### src/rtl/codec_cfg_sequencer_pkg.sv
// codec_cfg_pkg: sequencer states, codec register addresses and the power-up write table.
package codec_cfg_pkg;

    typedef enum logic [2:0] {IDLE, SEND, WAIT_ACK, GAP, DONE, ERROR} state_e;

    localparam logic [6:0] WM_REG_RESET  = 7'h0F;
    localparam logic [6:0] WM_REG_ACTIVE = 7'h09;

    // Entry 0 soft-resets the codec; the last entry activates the digital interface.
    function automatic logic [15:0] cfg_entry(input logic [3:0] index);
        logic [15:0] e;
        case (index)
            4'd0:    e = {WM_REG_RESET, 9'h000};
            4'd1:    e = {7'h00, 9'h017};
            4'd2:    e = {7'h01, 9'h017};
            4'd3:    e = {7'h02, 9'h079};
            4'd4:    e = {7'h03, 9'h079};
            4'd5:    e = {7'h04, 9'h012};
            4'd6:    e = {7'h05, 9'h000};
            4'd7:    e = {7'h06, 9'h000};
            4'd8:    e = {7'h07, 9'h001};
            4'd9:    e = {7'h08, 9'h000};
            4'd10:   e = {WM_REG_ACTIVE, 9'h001};
            default: e = '0;
        endcase
        return e;
    endfunction

endpackage

### src/rtl/codec_cfg_sequencer_if.sv
// codec_cfg_sequencer_if: request/done handshake towards the shared I2C master.
interface codec_cfg_sequencer_if;
    logic        i2c_req;
    logic [6:0]  i2c_dev;
    logic [15:0] i2c_data;
    logic        i2c_done;
    logic        i2c_nack;
    modport master (output i2c_req, i2c_dev, i2c_data, input i2c_done, i2c_nack);
    modport slave  (input i2c_req, i2c_dev, i2c_data, output i2c_done, i2c_nack);
endinterface

### src/rtl/codec_cfg_sequencer_timer.sv
// cfg_wait_timer: loadable down-counter that stops at zero; used for write gaps and the ack watchdog.
module cfg_wait_timer #(
    parameter int W = 16
) (
    input  logic         clk,
    input  logic         reset,
    input  logic         load,
    input  logic [W-1:0] load_val,
    input  logic         en,
    output logic [W-1:0] count,
    output logic         zero
);
    assign zero = count == '0;

    always_ff @(posedge clk) begin
        if (reset)
            count <= '0;
        else if (load)
            count <= load_val;
        else if (en && !zero)
            count <= count - 1'b1;
    end
endmodule

### src/rtl/codec_cfg_sequencer.sv
// codec_cfg_sequencer: walks the codec power-up register table over the shared I2C master.
// Defining CODEC_CFG_TIMEOUT_EN adds a 2^20-cycle ack watchdog and the timeout_flag output.
module codec_cfg_sequencer
    import codec_cfg_pkg::*;
#(
    parameter int         NUM_REGS   = 11,
    parameter logic [6:0] DEV_ADDR   = 7'h1A,
    parameter int         RESET_WAIT = 1000,
    parameter int         GAP_WAIT   = 100,
    parameter int         MAX_RETRY  = 3
) (
    input  logic                         clk,
    input  logic                         reset,
    input  logic                         start,
    codec_cfg_sequencer_if.master        i2c,
    output logic                         busy,
    output logic                         cfg_done,
    output logic                         cfg_error,
    output logic [3:0]                   cur_index
`ifdef CODEC_CFG_TIMEOUT_EN
    ,
    output logic                         timeout_flag
`endif
);
`ifdef CODEC_CFG_TIMEOUT_EN
    localparam int TW = 20;
`else
    localparam int TW = 16;
`endif
    localparam int             RTW       = $clog2(MAX_RETRY + 1);
    localparam logic [RTW-1:0] RMAX      = RTW'(MAX_RETRY);
    localparam logic [3:0]     LAST      = 4'(NUM_REGS - 1);
    localparam logic [15:0]    RW16      = 16'(RESET_WAIT);
    localparam logic [15:0]    GW16      = 16'(GAP_WAIT);
    localparam logic [TW-1:0]  RESET_LEN = TW'(RW16 == 16'd0 ? 16'd1 : RW16);
    localparam logic [TW-1:0]  GAP_LEN   = TW'(GW16 == 16'd0 ? 16'd1 : GW16);

    state_e         state;
    logic [3:0]     index;
    logic [RTW-1:0] retry;
    logic           again;
    logic           timeout;
    logic           fin;
    logic           fail;
    logic           t_load;
    logic           t_zero;
    logic           gap_end;
    logic [TW-1:0]  t_val;
    logic [TW-1:0]  t_count;

    cfg_wait_timer #(.W(TW)) u_timer (
        .clk      (clk),
        .reset    (reset),
        .load     (t_load),
        .load_val (t_val),
        .en       (state == GAP || state == WAIT_ACK),
        .count    (t_count),
        .zero     (t_zero)
    );

`ifdef CODEC_CFG_TIMEOUT_EN
    assign timeout = !i2c.i2c_done && t_zero;
`else
    assign timeout = 1'b0;
`endif
    assign fin     = i2c.i2c_done || timeout;
    assign fail    = i2c.i2c_nack || timeout;
    assign gap_end = t_zero || t_count == TW'(1);
    // SEND arms the watchdog; a finished transaction reloads the timer for the following gap.
    // A retry also passes through a one-cycle GAP so that i2c_req drops between attempts.
    assign t_load  = state == SEND || (state == WAIT_ACK && fin);
    assign t_val   = state == SEND ? '1 : fail ? TW'(1) : index == 4'd0 ? RESET_LEN : GAP_LEN;

    assign i2c.i2c_req  = state == SEND || state == WAIT_ACK;
    assign i2c.i2c_dev  = DEV_ADDR;
    assign i2c.i2c_data = i2c.i2c_req ? cfg_entry(index) : '0;
    assign busy         = i2c.i2c_req || state == GAP;
    assign cfg_done     = state == DONE;
    assign cfg_error    = state == ERROR;
    assign cur_index    = index;

    always_ff @(posedge clk) begin
        if (reset) begin
            state <= IDLE;
            index <= '0;
            retry <= '0;
            again <= 1'b0;
        end else begin
            case (state)
                IDLE, DONE, ERROR: if (start) begin
                    state <= SEND;
                    index <= '0;
                    retry <= '0;
                end
                SEND: state <= WAIT_ACK;
                WAIT_ACK: if (fin) begin
                    again <= fail;
                    state <= fail && retry == RMAX ? ERROR : GAP;
                    if (fail && retry != RMAX)
                        retry <= retry + 1'b1;
                end
                GAP: if (gap_end) begin
                    state <= again || index != LAST ? SEND : DONE;
                    if (!again && index != LAST) begin
                        index <= index + 1'b1;
                        retry <= '0;
                    end
                end
                default: state <= IDLE;
            endcase
        end
    end

`ifdef CODEC_CFG_TIMEOUT_EN
    always_ff @(posedge clk) begin
        if (reset)
            timeout_flag <= 1'b0;
        else if (start && !busy)
            timeout_flag <= 1'b0;
        else if (state == WAIT_ACK && timeout)
            timeout_flag <= 1'b1;
    end
`endif
endmodule

### src/flat_wrapper.sv
// flat-port wrapper written by rule: the top's interface ports become plain ports
module codec_cfg_sequencer_flat import codec_cfg_pkg::*;
#(
    parameter int         NUM_REGS   = 11,
    parameter logic [6:0] DEV_ADDR   = 7'h1A,
    parameter int         RESET_WAIT = 1000,
    parameter int         GAP_WAIT   = 100,
    parameter int         MAX_RETRY  = 3
)
  (clk, reset, start, busy, cfg_done, cfg_error, cur_index, i2c_i2c_req, i2c_i2c_dev, i2c_i2c_data, i2c_i2c_done, i2c_i2c_nack);
  codec_cfg_sequencer_if i2c_i ();
  input  logic clk;
  input  logic reset;
  input  logic start;
  output logic busy;
  output logic cfg_done;
  output logic cfg_error;
  output logic [3:0] cur_index;
  output wire logic [$bits(i2c_i.i2c_req)-1:0] i2c_i2c_req;
  output wire logic [$bits(i2c_i.i2c_dev)-1:0] i2c_i2c_dev;
  output wire logic [$bits(i2c_i.i2c_data)-1:0] i2c_i2c_data;
  input wire logic [$bits(i2c_i.i2c_done)-1:0] i2c_i2c_done;
  input wire logic [$bits(i2c_i.i2c_nack)-1:0] i2c_i2c_nack;
  assign i2c_i2c_req = i2c_i.i2c_req;
  assign i2c_i2c_dev = i2c_i.i2c_dev;
  assign i2c_i2c_data = i2c_i.i2c_data;
  assign i2c_i.i2c_done = i2c_i2c_done;
  assign i2c_i.i2c_nack = i2c_i2c_nack;
  codec_cfg_sequencer #(.NUM_REGS(NUM_REGS), .DEV_ADDR(DEV_ADDR), .RESET_WAIT(RESET_WAIT), .GAP_WAIT(GAP_WAIT), .MAX_RETRY(MAX_RETRY)) u_core (.clk(clk), .reset(reset), .start(start), .i2c(i2c_i), .busy(busy), .cfg_done(cfg_done), .cfg_error(cfg_error), .cur_index(cur_index));
endmodule
### config.mk
export PLATFORM = sky130hd
export DESIGN_NAME = codec_cfg_sequencer_flat
export DESIGN_NICKNAME = d
export VERILOG_FILES = /design/src/rtl/codec_cfg_sequencer_pkg.sv /design/src/rtl/codec_cfg_sequencer_if.sv /design/src/rtl/codec_cfg_sequencer_timer.sv /design/src/rtl/codec_cfg_sequencer.sv /design/src/flat_wrapper.sv
export SDC_FILE = /design/constraint.sdc
export NUM_CORES = 1
export LEC_CHECK = 0
export CAP_MARGIN = 25
export CORE_MARGIN = 4
export CORE_UTILIZATION = 39
export DETAILED_ROUTE_END_ITERATION = 8
export GPL_TIMING_DRIVEN = 0
export SETUP_SLACK_MARGIN = 0.2
export SLEW_MARGIN = 20
export SYNTH_ARGS = -nofsm -noshare
export SYNTH_HDL_FRONTEND = slang
export SYNTH_SLANG_ARGS = --single-unit
export TNS_END_PERCENT = 20
### constraint.sdc
create_clock -name clk -period 2.8 [get_ports clk]
set_clock_uncertainty 0.2 [all_clocks]
set_input_delay 0.56 -clock clk [delete_from_list [all_inputs] [get_ports clk]]
set_output_delay 0.56 -clock clk [all_outputs]
set_load 0.01 [all_outputs]
-- Word-level counts from Yosys, hierarchy flattened
Memory sizes are Yosys's and may differ from the RTL's. A register that Yosys moved wholly into a read port is not among the register bits.
Index checks and enable logic that the tools add are counted.
- add/subtract/negate cells: 3
- multipliers: 0
- divide/modulo/power cells: 0
- order comparisons: 0
- equal/unequal tests: 14
- shift operators: 0
- multiplexer cells: 24
- bitwise logic cells: 0
- reduce and logical (&&, ||, !) cells: 24
- operator list (cell ; number):
    $mux W16 ; 5
    $mux W4 ; 5
    $eq A16 B1 Y1 const B ; 1
    $logic_not A16 Y1 ; 1
    $sub A16 B1 Y16 const B ; 1
    $mux W3 ; 5
    $pmux W3 S4 ; 1
    $mux W10 ; 1
    $mux W2 ; 5
    $ne A2 B2 Y1 const B ; 5
    $pmux W4 S2 ; 1
    $eq A3 B2 Y1 const B ; 2
    $eq A3 B3 Y1 const B ; 2
    $logic_or A1 B1 Y1 ; 6
    $pmux W2 S3 ; 1
    $reduce_and A6 Y1 ; 1
    $logic_and A1 B1 Y1 ; 5
    $add A4 B1 Y4 const B ; 1
    $logic_not A4 Y1 ; 1
    $ne A4 B4 Y1 const B ; 1
    $reduce_and A4 Y1 ; 1
    $reduce_bool A2 Y1 ; 2
    $eq A3 B1 Y1 const B ; 1
    $logic_not A3 Y1 ; 1
    other kinds (8) ; 9
- flip-flop bits (word level): 26
- latch bits: 0
- memory bits (writable): 0
- memory bits (read-only): 176
- output and inout port bits: 31
- word-level logic and storage cells: 71
- memories kept: 1
- memory list (name ; words ; bits a word ; rd ports ; clocked after Yosys merged registers in ; wr ports ; line ; text):
    (no name shown) ; 16 ; 11 ; 1 ; 1 ; 0 ; codec_cfg_sequencer_pkg.sv:12 ; case (index)

-- Depth between registers and ports, before layout
- depth after elaboration: 7
- mapped depth: 12
- gate-level depth less buffers: 12

-- Modules after synthesis
A second synthesis with hierarchy kept.
- cells, all modules: 289
- area, all modules: 2367.3 µm²
- by module, submodules not included (module ; instances ; cells each ; area an instance (µm²) ; seq. area each (µm²)):
    codec_cfg_sequencer ; 1 ; 175 ; 1422.6 ; 380.4
    cfg_wait_timer ; 1 ; 114 ; 944.7 ; 320.3

-- Worst setup path before layout
Ideal clock, no wire load.
- path kind: reg-to-reg
- from: register u_core.u_timer.count[0]
- to: register (tool-made name)
- library setup time: 0.083 ns
- data arrival time: 2.630 ns
- data required time: 2.517 ns
- setup slack: -0.113 ns
- cell stages (with the launch flop): 12
- path buffers: 0
- period minus slack after synthesis: 2.913 ns
- cells stage by stage: dfxtp_1 inv_1 ha_1 nor2_1 nor4_4 a211oi_2 o21ai_0 and2_1 or2_2 ha_1 or2_2 o221ai_1
- RTL lines (item ; line ; text):
    start: declaration ; codec_cfg_sequencer_timer.sv:10 ; output logic [W-1:0] count,
    start signal: assignment ; codec_cfg_sequencer_timer.sv:19 ; count <= load_val;
    start signal: assignment ; codec_cfg_sequencer_timer.sv:21 ; count <= count - 1'b1;

-- Final worst setup path
- from: register u_core.state[2]
- to: output port i2c_i2c_data[5]
- cells in the longest elaborated chain, start to end: 3
- elaborated cells on any way between the ends: 4
- classes of those cells: eq/ne (2); mux (1); reduce/logical (1)
- ends and longest elaborated chain (item ; line ; text):
    start: declaration ; codec_cfg_sequencer.sv:38 ; state_e state;
    start signal: assignment ; codec_cfg_sequencer.sv:98 ; state <= fail && retry == RMAX ? ERROR : GAP;
    start signal: assignment ; codec_cfg_sequencer.sv:103 ; state <= again || index != LAST ? SEND : DONE;
    $eq A3 B1 Y1 / $eq A3 B2 Y1 (equally long branches) ; codec_cfg_sequencer.sv:74 ; assign i2c.i2c_req = state == SEND || state == WAIT_ACK;
    $logic_or A1 B1 Y1 * ; codec_cfg_sequencer.sv:74 ;
    $mux W16 * ; codec_cfg_sequencer.sv:76 ; assign i2c.i2c_data = i2c.i2c_req ? cfg_entry(index) : '0;
    end: declaration ; flat_wrapper.sv:21 ; output wire logic [$bits(i2c_i.i2c_data)-1:0] i2c_i2c_data;
Mark *: on every way between the ends. The rest lies on a longest branch, timed or not.

==> impl_metrics.yaml <==
finish:
  seqCellArea_um2: 715.7
  multi_input_area_mm2: 0.001640
  nets: 375
  final_layout_size_suffix_gt1_share_pct: 27.42
  fin_area_mm2: 0.003124
  antenna_cells: 0
  nFillCells: 529
  syn_to_final_growth_pct: 37.27
timing:
  fmax_mhz: 362.2
  finalMaxSlewViolations: 0
  finalCriticalPeriod_ps: 2761
  fin_crit_sh_pct: 98.61
  slew_headroom_pct: 58.93
  hold_viol: 0
  rsz0062_at_grt: "yes"
  tightest_slew_ps: 613.3
  layout_setup_ws_ps: 38.93
  finalSetupViolCount: 0
routing:
  dr.pass1.iters: 4
  vias: 2272
  dr.max_layer_used: "met4"
  drt_first_iter_violations: 135
  dr_wl_met2_um: 2795
  detail-route-antenna-nets: 0
  wirelength_um: 6105
  wl_met3_um: 302
  wl_per_cell_um: 14.10
  remaining_drc_errors: 0
  m1WireLength_um: 2923
  viasPerCell: 5.247
power_and_ir_drop:
  leakage_nw: 1.323
  p_per_area_mw_per_mm2: 1036
  peakVddDrop_uv: 520.9
grt:
  antenna_found_initial: 0
  grt_first_pass_wirelength_um: 10380
  track_usage_pct: 17.53
  grt_pass1_vias: 2111
  grt_max_degree: 13
  grt_overflow: 0
floorplan:
  num_rows: 27
  start_util_pct: 40.83
  ioPinCount: 36
  fp.dieW_um: 84.39
  dieArea_mm2: 0.007122
  core_area_mm2: 0.005574
  die_h_um: 84.39
setup_path:
  cp_cell_sequence: "clkbuf_8 > nand2b_4 > nor2_4 > nor2_4 > nor2b_2 > buf_4 > clkdlybuf4s50_1"
  crit_slowest_cell: "clkdlybuf4s50_1"
  r2r_start: "u_core.u_timer.count[0]$_SDFFE_PP0P_"
  worstPathArrival_ps: 2000
  criticalPathCategory: "reg -> out"
  worstPathRequired_ps: 2040
  startpoint: "u_core.state[2]$_SDFFE_PP0P_"
  crit_path_start_kind: "flop"
  cp-endpoint: "i2c_i2c_data[5]"
  worstRegToRegCells: 12
  regToRegSetupSlack_ps: 90
  path_common_cell: "nor2_4"
  crit_family: "buffers and inverters"
  slowest_delay_ps: 520
  cp-end-kind: "output port"
  cp.depth: 7
  crit_fanout: 10
  crit_buf_inv: 3
synth:
  syn_area_mm2: 0.002276
  synthXorXnorAreaFrac_pct: 0.3848
  yosysUniqueCellTypes: 53
  synth.most_common_cell: "nor2_1"
  synth_area_leader_cell: "dfxtp_1"
  synth-seq-cells: 35
  synth.avg_cell_area_um2: 7.487
  async_flop_share_pct: 0
  synth_compound_area_share_pct: 19.63
  synthAdderAreaFrac_pct: 5.498
  synth_edf_count: 0
  synth_top_family_by_area: "simple AND/OR/NAND/NOR gates"
  ys_warn_count: 0
  netlist.area_leader.share_pct: 30.79
  synth.top_cells.by_count: "38 x nor2_1, 35 x dfxtp_1, 27 x a21oi_1"
  synth-simple-area-share_pct: 32.88
  yosysSeqAreaShare_pct: 30.79
  synth.area.mux_share_pct: 1.979
  ys_top_cells_by_area: "dfxtp_1 31%, nor2_1 6.3%, a21oi_1 5.9%"
  ys.flop_type: "dfxtp_1"
  syn_inst: 304
placement:
  post-dp-hpwl_um: 4279
  gp_congestion: 0.8579
  place_ws_ps: -406.2
  postPlaceCellArea_mm2: 0.002665
  io_buffers: 22
clock_network:
  clock_path_buffers: 2
  h-tree-depth: 2
  clkLatencyLatePin_ps: 290
  clk_pin_slew_worst_paths_ps: 80
  tritoncts: "done"
  root_buffer: "clkbuf_8"
  cts_buffers: 5
  cts.sinks: 35
worst_hold_path:
  hp-class: "reg -> reg"
run:
  maxCapViolCount: 0
status:
  status: "completed"
## timing repair
| action | in CTS | in global routing |
|---|---|---|
| buffers inserted | 16 | 1 |
| cloned | 0 | 0 |
| hold buffers | 0 | 0 |
| pin swaps | 17 | 10 |
| endpoints found under the setup margin | 37 | 35 |
| gates resized for setup | 49 | 33 |
## routing by layer
layer | vias to the layer above | GRT usage, %
li1 | 1166 | -
met1 | 1032 | 24.44
met2 | 65 | 27.91
met3 | 9 | 2.944
met4 | 0 | 4.892
met5 | - | 0
## worst min-delay path, cell delays in order, from the launching register on
cell	delay, ps
dfxtp_1	320
nand2b_1	70
a21oi_1	50
## cell families after synthesis
group / Yosys count
AND/OR/NAND/NOR: 139
XOR/XNOR: 1
multiplexers: 4
buffers and inverters: 37
adder cells (fa/ha/maj): 10
other: 2
flip-flops: 35
AO/OA/AOI/OAI: 76
## power breakdown
group	switching, W	internal (W)
sequential	0.000166	0.000676
clock	0.000201	0.000173
combinational	0.00111	0.000906
total	0.00148	0.00175
## placed cells by master, fill, tap and decap left out, drive strengths merged, types with 4 or more instances in the layout
master         count
nor2              38
clkdlybuf4s50     11
a211oi             4
o21ai             25
buf               37
a31oi              6
dfxtp             35
dlymetal6s2s       5
and2               5
nor2b             10
nand2             19
or2                5
dlygate4sd2        6
a21oi             27
nand3              7
clkbuf            12
nor3              22
conb              12
nand2b             8
or3                5
inv                9
ha                10
## worst min-delay path by stage
stage,slack (ps),cells past startpoint,start,endpoint
CTS,280,2,u_core.retry[1]$_SDFFE_PP0P_,u_core.retry[1]$_SDFFE_PP0P_
detailed placement,270,2,u_core.retry[1]$_SDFFE_PP0P_,u_core.retry[1]$_SDFFE_PP0P_
global route,320,2,u_core.u_timer.count[12]$_SDFFE_PP0P_,u_core.u_timer.count[12]$_SDFFE_PP0P_
finish,280,2,u_core.retry[1]$_SDFFE_PP0P_,u_core.retry[1]$_SDFFE_PP0P_
floorplan,250,2,u_core.retry[1]$_SDFFE_PP0P_,u_core.retry[1]$_SDFFE_PP0P_
global placement,270,2,u_core.retry[1]$_SDFFE_PP0P_,u_core.retry[1]$_SDFFE_PP0P_
## per-stage QoR
step                      std cells  hold slack, ps  util [%]  total power, W  TNS, ps
after floorplan                 314           249.5         -        0.002027        0
after global placement          408           268.4     47.81        0.002471    -7703
after detailed placement        408           270.9     47.81        0.002482    -7499
after CTS                       432           284.5     53.98        0.003066        0
after global routing            433           316.9     56.05        0.003503   -109.7
final                           433           281.9     56.05        0.003236        0
## area by class of cell
class                      count  area share (%)
clock buffer                   5           2.203
clock inverter                 3          0.6408
sequential                    35           22.91
inverter                      10           1.322
buffer                        27           6.127
timing repair buffer          39           11.41
multi-input combinational    242           52.50
tap                           72           2.883
No activity file was read; power rests on OpenSTA's default activity.
